<file path="src/rtl/voice_match_scorer.sv">
// rtl/voice_match_scorer.sv - template scoring sequencer and best-match tracker
//
// Walks the sample RAM and every template in the directory memory in lockstep,
// sums the per-word add_val from thresh_comp into a score per template, and
// reports the best-scoring template, its score and a match flag.
//
// Ports:
//   clk, rst    clock and synchronous active-high reset
//   start       begin a scoring pass (only sampled in IDLE)
//   add_val     comparator result for the word read on the previous cycle
//   rd_en       read strobe to both memories
//   ram_addr    sample word offset
//   dir_addr    template base + word offset into the directory memory
//   busy        high whenever a pass is in progress
//   done        one-cycle pulse in the cycle the results update
//   best_idx    index of the highest-scoring template
//   best_score  score of best_idx
//   match       best_score >= MIN_SCORE
module voice_match_scorer #(
    parameter int WORDS     = 1024,
    parameter int NUM_TMPL  = 4,
    parameter int MIN_SCORE = 2048,
    localparam int AW  = $clog2(WORDS),
    localparam int DAW = $clog2(NUM_TMPL * WORDS),
    localparam int SW  = $clog2(4 * WORDS + 1),
    localparam int TW  = (NUM_TMPL > 1) ? $clog2(NUM_TMPL) : 1
) (
    input  logic           clk,
    input  logic           rst,
    input  logic           start,
    input  logic [2:0]     add_val,
    output logic           rd_en,
    output logic [AW-1:0]  ram_addr,
    output logic [DAW-1:0] dir_addr,
    output logic           busy,
    output logic           done,
    output logic [TW-1:0]  best_idx,
    output logic [SW-1:0]  best_score,
    output logic           match
);

    typedef enum logic [2:0] {
        IDLE  = 3'd0,
        RUN   = 3'd1,
        DRAIN = 3'd2,
        EVAL  = 3'd3,
        DONE  = 3'd4
    } state_t;

    state_t         state, state_nxt;
    logic [AW-1:0]  offset;
    logic [DAW-1:0] base;       // tmpl*WORDS, kept as a running sum
    logic [TW-1:0]  tmpl;
    logic [SW-1:0]  acc;
    logic [SW-1:0]  best_int;
    logic [TW-1:0]  best_tmpl;
    logic           v_q;        // add_val is valid this cycle

    logic           last_word;
    logic           last_tmpl;
    logic           take_cur;
    logic [SW-1:0]  win_score;
    logic [TW-1:0]  win_idx;

    assign last_word = (offset == AW'(WORDS - 1));
    assign last_tmpl = (tmpl == TW'(NUM_TMPL - 1));

    // Strict compare so ties keep the lower template index.
    assign take_cur  = (tmpl == '0) || (acc > best_int);
    assign win_score = take_cur ? acc : best_int;
    assign win_idx   = take_cur ? tmpl : best_tmpl;

    assign ram_addr = offset;
    assign dir_addr = base + DAW'(offset);

    always_comb begin
        state_nxt = state;
        rd_en     = 1'b0;
        busy      = (state != IDLE);
        done      = 1'b0;
        case (state)
            IDLE:    if (start) state_nxt = RUN;
            RUN: begin
                rd_en = 1'b1;
                if (last_word) state_nxt = DRAIN;
            end
            DRAIN:   state_nxt = EVAL;
            EVAL:    state_nxt = last_tmpl ? DONE : RUN;
            DONE: begin
                done      = 1'b1;
                state_nxt = IDLE;
            end
            default: state_nxt = IDLE;
        endcase
    end

    always_ff @(posedge clk) begin
        if (rst) begin
            state      <= IDLE;
            offset     <= '0;
            base       <= '0;
            tmpl       <= '0;
            acc        <= '0;
            best_int   <= '0;
            best_tmpl  <= '0;
            v_q        <= 1'b0;
            best_idx   <= '0;
            best_score <= '0;
            match      <= 1'b0;
        end else begin
            state <= state_nxt;
            v_q   <= rd_en;

            if (v_q) acc <= acc + SW'(add_val);

            case (state)
                IDLE: begin
                    if (start) begin
                        offset    <= '0;
                        base      <= '0;
                        tmpl      <= '0;
                        acc       <= '0;
                        best_int  <= '0;
                        best_tmpl <= '0;
                    end
                end
                RUN: begin
                    offset <= last_word ? '0 : offset + 1'b1;
                end
                EVAL: begin
                    best_int  <= win_score;
                    best_tmpl <= win_idx;
                    if (last_tmpl) begin
                        // Results are loaded on the edge into DONE so they are
                        // already visible while done is high.
                        best_score <= win_score;
                        best_idx   <= win_idx;
                        match      <= (32'(win_score) >= MIN_SCORE);
                    end else begin
                        tmpl <= tmpl + 1'b1;
                        base <= base + DAW'(WORDS);
                        acc  <= '0;
                    end
                end
                default: ;
            endcase
        end
    end

endmodule

</file>
<file path="config.mk">
export PLATFORM = sky130hd
export DESIGN_NAME = voice_match_scorer
export DESIGN_NICKNAME = d
export VERILOG_FILES = /design/src/rtl/voice_match_scorer.sv
export SDC_FILE = /design/constraint.sdc
export NUM_CORES = 1
export LEC_CHECK = 0
export ABC_AREA = 1
export CORE_MARGIN = 2
export CORE_UTILIZATION = 35
export DETAILED_ROUTE_END_ITERATION = 10
export PLACE_DENSITY = 0.62
export SLEW_MARGIN = 20
export SYNTH_ARGS = -nofsm -noshare
export SYNTH_HDL_FRONTEND = slang
export SYNTH_SLANG_ARGS = --single-unit
</file>
<file path="constraint.sdc">
create_clock -name clk -period 3.01 [get_ports clk]
set_input_delay 0.301 -clock clk [delete_from_list [all_inputs] [get_ports clk]]
set_output_delay 0.301 -clock clk [all_outputs]
set_load 0.02 [all_outputs]
</file>
Word level (Yosys, flattened, before mapping)
Index checks and enable logic that the tools add are counted.
W data, S select, Z words.
{"block": "op_classes", "div": 0, "magnitude_cmp": 2, "eq_ne": 9, "shifts": 0, "n_mul": 0, "mux": 24, "reduce_logical": 11, "bitwise": 0, "add_sub_neg": 5}
{"cell": "$mux W13", "count": 5}
{"cell": "$pmux W13 S2", "count": 2}
{"cell": "$mux W12", "count": 2}
{"cell": "$pmux W12 S2", "count": 1}
{"cell": "$mux W10", "count": 2}
{"cell": "$pmux W10 S2", "count": 1}
{"cell": "$add A13 B3 Y13", "count": 1}
{"cell": "$ge A13 B12 Y1 const B", "count": 1}
{"cell": "$gt A13 B13 Y1", "count": 1}
{"cell": "$add A12 B10 Y12", "count": 1}
{"cell": "$add A12 B11 Y12 const B", "count": 1}
{"cell": "$pmux W3 S4", "count": 1}
{"cell": "$add A10 B1 Y10 const B", "count": 1}
{"cell": "$eq A10 B10 Y1 const B", "count": 1}
{"cell": "$mux W3", "count": 3}
{"cell": "$pmux W2 S2", "count": 2}
{"cell": "$reduce_and A2 Y1", "count": 4}
{"cell": "$eq A3 B2 Y1 const B", "count": 2}
{"cell": "$mux W2", "count": 3}
{"cell": "$ne A2 B2 Y1 const B", "count": 3}
{"cell": "$reduce_bool A2 Y1", "count": 2}
{"cell": "$eq A3 B1 Y1 const B", "count": 1}
{"cell": "$eq A3 B3 Y1 const B", "count": 1}
{"cell": "$logic_not A3 Y1", "count": 1}
{"cell": "other kinds (7)", "count": 8}
{"block": "totals", "rom_bits": 0, "latch_bits": 0, "out_inout_bits": 41, "inputBits": 6, "ram_bits": 0, "regBits": 72, "elab_cells": 62, "n_memories": 0}

Longest topological paths before layout
Gate-level depths: netlist (run 1).
{"block": "logic_depth", "ltp_word": 4, "mapped_depth": 14, "ltp_nobuf": 14}

Worst setup path before layout (run 1)
No wires, ideal clock.
{"block": "synth_path", "path_kind": "register to register", "from": "reg best_int[12]", "to": "reg best_int[0]", "path_slack_ps": 1262, "arrival_ps": 1616, "path_stages_with_launch": 13, "path_buffers": 1, "t_required_ps": 2878, "synth_period_minus_slack_ps": 1748, "setup_ps": 132, "cell_sequence": "dfxtp_1 inv_1 ha_1 nand2_1 nor2_2 inv_2 nor2_2 nand4_1 nand2_2 buf_2 nand3b_1 nand3_1 a21oi_1"}
{"block": "synth_between", "elab_chain_cells": 4}
{"element": "start, declared", "line": "55", "rtl": "logic [SW-1:0] best_int;"}
{"element": "start signal, assigned", "line": "131", "rtl": "best_int <= win_score;"}
{"element": "$gt A13 B13 Y1", "line": "69", "rtl": "assign take_cur = (tmpl == '0) || (acc > best_int);"}
{"element": "$logic_or A1 B1 Y1", "line": "69"}
{"element": "$mux W13", "line": "70", "rtl": "assign win_score = take_cur ? acc : best_int;"}
{"element": "$pmux W13 S2", "line": "116", "rtl": "case (state)"}
No other way between the ends.
A chain may end at the register's enable or synchronous reset.

Final worst setup path (run 1)
{"block": "layout_path", "from": "reg best_int[12]", "to": "reg best_int[5]"}
Same word-level chain as after synthesis.

==> impl_metrics.json, run 1 <==
{
  "status": "complete, no violations",
  "cap_viol_max_count": 0,
  "fmax_mhz": 458,
  "synth-seq-cells": 62,
  "fillers": 948,
  "hold_viol_final": 0,
  "skew_ns": 0.00936,
  "yosys-top-cells-area": "dfxtp_1 (38%), nand2_1 (10%), nand3_1 (9.1%)",
  "io_buffers": 46,
  "ys_async_sr_fraction": 0,
  "initial_utilization": 0.356,
  "required_ns": 3.28,
  "dieArea_mm2": 0.0101,
  "finalSetupViolCount": 0,
  "drt-initial-drc-count": 66,
  "critPathMaxFanout": 17,
  "crit_type": "reg2reg",
  "nets": 509,
  "power_leakage_nw": 1.62,
  "grt_pass1_wl_um": 13000,
  "htreeDepth": 3,
  "ys_types": 37,
  "min_period_over_period": 0.726,
  "syn_inst": 447,
  "num_rows": 35,
  "relSlewSlack": 0.653,
  "multi_input_area_mm2": 0.00168,
  "cp-startpoint": "best_int[12]",
  "clock_latency_ns": 0.34,
  "syn_area_mm2": 0.00326,
  "ys_warn_count": 0,
  "cts_hold_buffers": 0,
  "place_congestion": 0.843,
  "synth_area_per_cell_um2": 7.30,
  "cts_made_buffers": 9,
  "yosysMostFrequentCell": "nand2_1",
  "grt_max_degree": 24,
  "synth_largest_area_cell": "dfxtp_1",
  "min_from": "best_int[7]",
  "antennaDiodeCount": 0,
  "hp-class": "reg2reg",
  "synth_top_area_frac": 0.381,
  "worstMarginPinSlew_ns": 0.519,
  "vias": 2893,
  "r2r-start": "best_int[12]",
  "cts_setup_buffers": 0,
  "antenna_found_initial": 0,
  "setup_tns_ns": 0,
  "viasPerCell": 4.84,
  "drt.antenna.violating_nets": 0,
  "maxSlewViolCount": 0,
  "cts.sinks": 62,
  "dp_hpwl_um": 5530,
  "synth-seq-area-share": 0.381,
  "reg2reg_to": "best_int[5]",
  "grt_pass1_vias": 2860,
  "clk_pin_slew_ns": 0.07,
  "rr_worst_depth": 12,
  "first_pass_iters": 5,
  "boundaryPins": 47,
  "period_minus_slack_ns": 2.19,
  "irDropWorstVdd_v": 0.000207,
  "synthFlopType": "dfxtp_1",
  "synthTopCellsByCount": "nand2_1 (90), dfxtp_1 (62), nand3_1 (59)",
  "cts_root_buf": "clkbuf_8",
  "cts_tree": "built",
  "die_x_um": 101,
  "overflow": 0,
  "cts_buffer_depth": 2,
  "cts_resized": 0,
  "total_power_mw": 1.62,
  "wl_um": 7550,
  "fp.coreArea_mm2": 0.00915,
  "die_h_um": 101,
  "cp.arrival_ns": 2.45,
  "power_density_mw_per_mm2": 413,
  "rsz0062_at_grt": "false",
  "drive_gt1_frac": 0.109,
  "register_area_mm2": 0.00124,
  "synth_edf_count": 0,
  "rrSetupSlack_ns": 0.82,
  "critical_path.endpoint": "best_int[5]",
  "synth_nets": 473,
  "cp-end-kind": "flop",
  "area_growth_pct": 20.6,
  "grt_usage": 0.163,
  "cp-start-kind": "flop",
  "drc": 0,
  "wire_per_inst_um": 12.6
}
==> where the power goes <==
group	switching [mW]	internal, mW
clock network	0.318	0.288
registers	0.0114	0.831
logic	0.119	0.0584
==> stage by stage <==
step	utilization	worst slack [ns]	instances	hold slack, ns	cell area [um2]
finish	0.430	0.825	598	0.466	3930
global placement	0.413	0.828	583	0.453	3780
floorplan	-	1.26	447	0.438	3260
CTS	0.430	0.826	598	0.468	3930
detailed placement	0.413	0.789	583	0.459	3780
global route	0.430	0.524	598	0.487	3930
==> layout by cell type, fill, tap and decap left out, drive strengths merged, types with 2 or more instances in the layout <==
| cell | n |
|---|---|
| clkdlybuf4s50 | 46 |
| inv | 61 |
| xor2 | 7 |
| nand4 | 2 |
| ha | 19 |
| a21oi | 36 |
| nand2 | 104 |
| o21bai | 7 |
| nor2 | 28 |
| nor3 | 2 |
| o21ai | 14 |
| buf | 4 |
| nand3b | 2 |
| o21a | 2 |
| clkinv | 4 |
| dfxtp | 62 |
| nand3 | 60 |
| a211oi | 7 |
| or2 | 3 |
| clkbuf | 10 |
==> layer usage <==
| metal | vias up | part of all wire | track usage |
|---|---|---|---|
| met4 | 0 | 0.010 | 0.0569 |
| met2 | 51 | 0.47 | 0.271 |
| met5 | - | 0 | 0 |
| met3 | 7 | 0.035 | 0.0451 |
| met1 | 1325 | 0.48 | 0.203 |
| li1 | 1510 | - | - |
==> worst max-delay path, cell delays in order, from the launching register on <==
cell	delay (ns)
dfxtp_1	0.35
inv_1	0.05
ha_1	0.28
nand2_1	0.07
nor2_2	0.15
inv_2	0.05
nor2_2	0.11
nand4_1	0.10
nand2_2	0.27
nand2_4	0.24
o21ai_1	0.24
nand2_1	0.07
a21oi_1	0.13
==> layout make-up <==
class,instances,area share
multi-input combinational,299,0.427
sequential,62,0.316
timing repair buffer,50,0.125
inverter,61,0.0582
tap,111,0.0353
clock buffer,10,0.0325
clock inverter,5,0.00700
==> registers in the layout, summed over array words and instances, names as in the netlist <==
signal and cells:
v_q 1, match 1, best_score 13, ram_addr 10, best_int 13, acc 13
best_idx 2, best_tmpl 2, tmpl 2, base 2, state 3
==> kinds of logic (layout without fill, tap and decap cells) <==
logic type,Yosys count,count (layout),share of synthesized area
buffers and inverters,86,126,0.105
AO/OA/AOI/OAI,70,70,0.127
XOR/XNOR,7,7,0.0188
AND/OR/NAND/NOR,202,202,0.290
flip-flops,62,62,0.381
adder cells (fa/ha/maj),20,20,0.0790
==> worst min-delay path by stage <==
stage,to,slack (ns),cells past startpoint
after floorplan,best_tmpl[0],0.44,2
after global placement,best_int[4],0.45,2
after detailed placement,best_int[7],0.46,2
after CTS,best_int[7],0.47,2
after global routing,best_int[8],0.49,2
final,best_int[7],0.47,2
(Power assumes the default switching activity.)
==> run 2: changes to the inputs <==
--- a/config.mk
+++ b/config.mk
@@ -9,7 +9,7 @@
 export CORE_MARGIN = 2
 export CORE_UTILIZATION = 35
 export DETAILED_ROUTE_END_ITERATION = 10
-export PLACE_DENSITY = 0.62
+export PLACE_DENSITY = 0.64
 export SLEW_MARGIN = 20
 export SYNTH_ARGS = -nofsm -noshare
 export SYNTH_HDL_FRONTEND = slang
==> constraint.sdc (replaced) <==
create_clock -name clk -period 1.95 [get_ports clk]
set_input_delay 0.195 -clock clk [delete_from_list [all_inputs] [get_ports clk]]
set_output_delay 0.195 -clock clk [all_outputs]
set_load 0.02 [all_outputs]
==> run 2 against run 1 <==
Net effect:
- sequential share of layout area decreased by 3.1 points
- sequential cell count did not move
- clock skew decreased by 0.0031 ns
- hold slack improved by 0.00092 ns
- first-iteration DRC count grew 80%
- final cell count is 4.8% higher
- wire length increased by 7.8%
- register-to-register slack worse by 0.75 ns
- maximum frequency is 17% higher
==> impl_metrics.json, run 2 (synthesis results as in run 1) <==
{
  "place_congestion": 0.851,
  "drt.antenna.violating_nets": 0,
  "status": "complete, no violations",
  "dp.cells": 606,
  "reg2reg_to": "best_score[11]",
  "cts_root_buf": "clkbuf_8",
  "grt_max_degree": 30,
  "cp.arrival_ns": 2.10,
  "fillers": 890,
  "path_cells": "inv_2, ha_4, nand2_2, nor2_4, inv_2, nor2_4, nand4_1, nand2_4, buf_6, nand3_1, nand3_1, a21oi_1",
  "period_minus_slack_ns": 1.88,
  "combPwrFrac": 0.119,
  "cts.sinks": 62,
  "crit_type": "reg2reg",
  "total_power_mw": 2.78,
  "slowest_stage": "dfxtp_2",
  "cts_tree": "built",
  "wl_um": 8140,
  "setup_tns_ns": 0,
  "cts_buffer_depth": 2,
  "wire_per_inst_um": 13.0,
  "layout_commonest_cell": "nand2_1",
  "cpPeakStageDelay_ns": 0.33,
  "cts_made_buffers": 9,
  "layout_common_cells": "nand2_1 (85), nand3_1 (51), dfxtp_1 (51)",
  "fp.coreArea_mm2": 0.00915,
  "num_rows": 35,
  "clk_pin_slew_ns": 0.07,
  "fmax_mhz": 533,
  "final_cell_count_no_fill": 627,
  "worst_slack_ns": 0.0744,
  "grt_pass1_wl_um": 13400,
  "irDropWorstVdd_v": 0.000547,
  "cp-start-kind": "flop",
  "nets": 537,
  "p_sw_uw": 724,
  "drc": 0,
  "relSlewSlack": 0.678,
  "cp-startpoint": "best_int[10]",
  "htreeDepth": 3,
  "die_x_um": 101,
  "finalSetupViolCount": 0,
  "r2r-start": "best_int[10]",
  "hp-class": "reg2reg",
  "grt_pass1_vias": 2915,
  "die_h_um": 101,
  "min_period_over_period": 0.962,
  "boundaryPins": 47,
  "rrSetupSlack_ns": 0.07,
  "area_growth_pct": 35.5,
  "cp_top_family": "simple AND/OR/NAND/NOR gates",
  "maxSlewViolCount": 0,
  "io_buffers": 46,
  "initial_utilization": 0.356,
  "power_leakage_nw": 1.84,
  "grt_usage": 0.165,
  "required_ns": 2.17,
  "p_clk_frac": 0.414,
  "critPathMaxFanout": 8,
  "overflow": 0,
  "cp-end-kind": "flop",
  "sequentialPowerShare": 0.467,
  "antenna_found_initial": 0,
  "intPower_mw": 2.05,
  "hold_viol_final": 0,
  "dp_hpwl_um": 5730,
  "cap_viol_max_count": 0,
  "skew_ns": 0.00631,
  "worst-path-stages": 12,
  "viasPerCell": 4.88,
  "cp_num_buf_inv": 3,
  "clock_latency_ns": 0.35,
  "first_pass_iters": 4,
  "drt-initial-drc-count": 119,
  "sw_frac_of_total": 0.261,
  "dp_slack_ns": -0.123,
  "largestRegisters": "acc (13), best_int (13), best_score (13)",
  "power_density_mw_per_mm2": 629,
  "antennaDiodeCount": 0,
  "drive_gt1_frac": 0.250,
  "rr_worst_depth": 12,
  "critical_path.endpoint": "best_score[11]",
  "worstMarginPinSlew_ns": 0.482,
  "dieArea_mm2": 0.0101,
  "vias": 3062
}
[run 2: what timing repair did]
action | CTS | global route
hold buffers | 0 | 0
endpoints found under the hold margin | 0 | 0
endpoints found under the setup margin | 0 | 42
resized for setup | 0 | 57
buffers inserted | 0 | 4
[run 2: layout make-up]
class                      count  area [um2]  share of cell area
clock buffer                  12         155              0.0351
multi-input combinational    300        1890               0.427
timing repair buffer          77         707               0.160
tap                          111         139              0.0314
inverter                      61         229              0.0518
sequential                    62        1260               0.284
clock inverter                 4        45.0              0.0102
[run 2: how the worst min path moves through the flow]
stage	startpoint	to	slack (ns)	depth (start not counted)
finish	best_int[2]	best_int[2]	0.47	2
global route	best_int[1]	best_int[1]	0.48	2
CTS	best_int[8]	best_int[8]	0.47	2
detailed placement	best_int[7]	best_int[7]	0.46	2
global placement	best_tmpl[0]	best_tmpl[0]	0.45	2
floorplan	start	state[0]	0.38	2
[run 2: per-layer routing]
| metal | track usage | wire length (um) | share of wire | up-vias |
|---|---|---|---|---|
| met5 | 0 | 0 | 0 | - |
| met4 | 0.0506 | 79 | 0.0097 | 0 |
| met3 | 0.0416 | 426 | 0.052 | 12 |
| met2 | 0.283 | 4070 | 0.50 | 72 |
| met1 | 0.203 | 3570 | 0.44 | 1411 |
| li1 | - | - | - | 1567 |
[run 2: power groups by stage]
stage	Combinational [mW]	Sequential (mW)	Clock, mW
finish	0.330	1.30	1.15
global route	0.362	1.30	1.23
CTS	0.306	1.30	1.18
detailed placement	0.306	1.33	0
global placement	0.298	1.33	0
floorplan	0.190	1.33	0
[run 2: tightest hold or removal path, cell delays in order, from the launching register on]
cell and delay (ns):
dfxtp_2 0.32, nand2_1 0.05, a21oi_1 0.05
[run 2: metrics by stage]
step / utilization / instance area, um2 / hold WS [ns]
global route: 0.483 / 4420 / 0.484
detailed placement: 0.432 / 3950 / 0.455
global placement: 0.432 / 3950 / 0.449
floorplan: - / 3260 / 0.375
CTS: 0.453 / 4150 / 0.466
finish: 0.483 / 4420 / 0.467
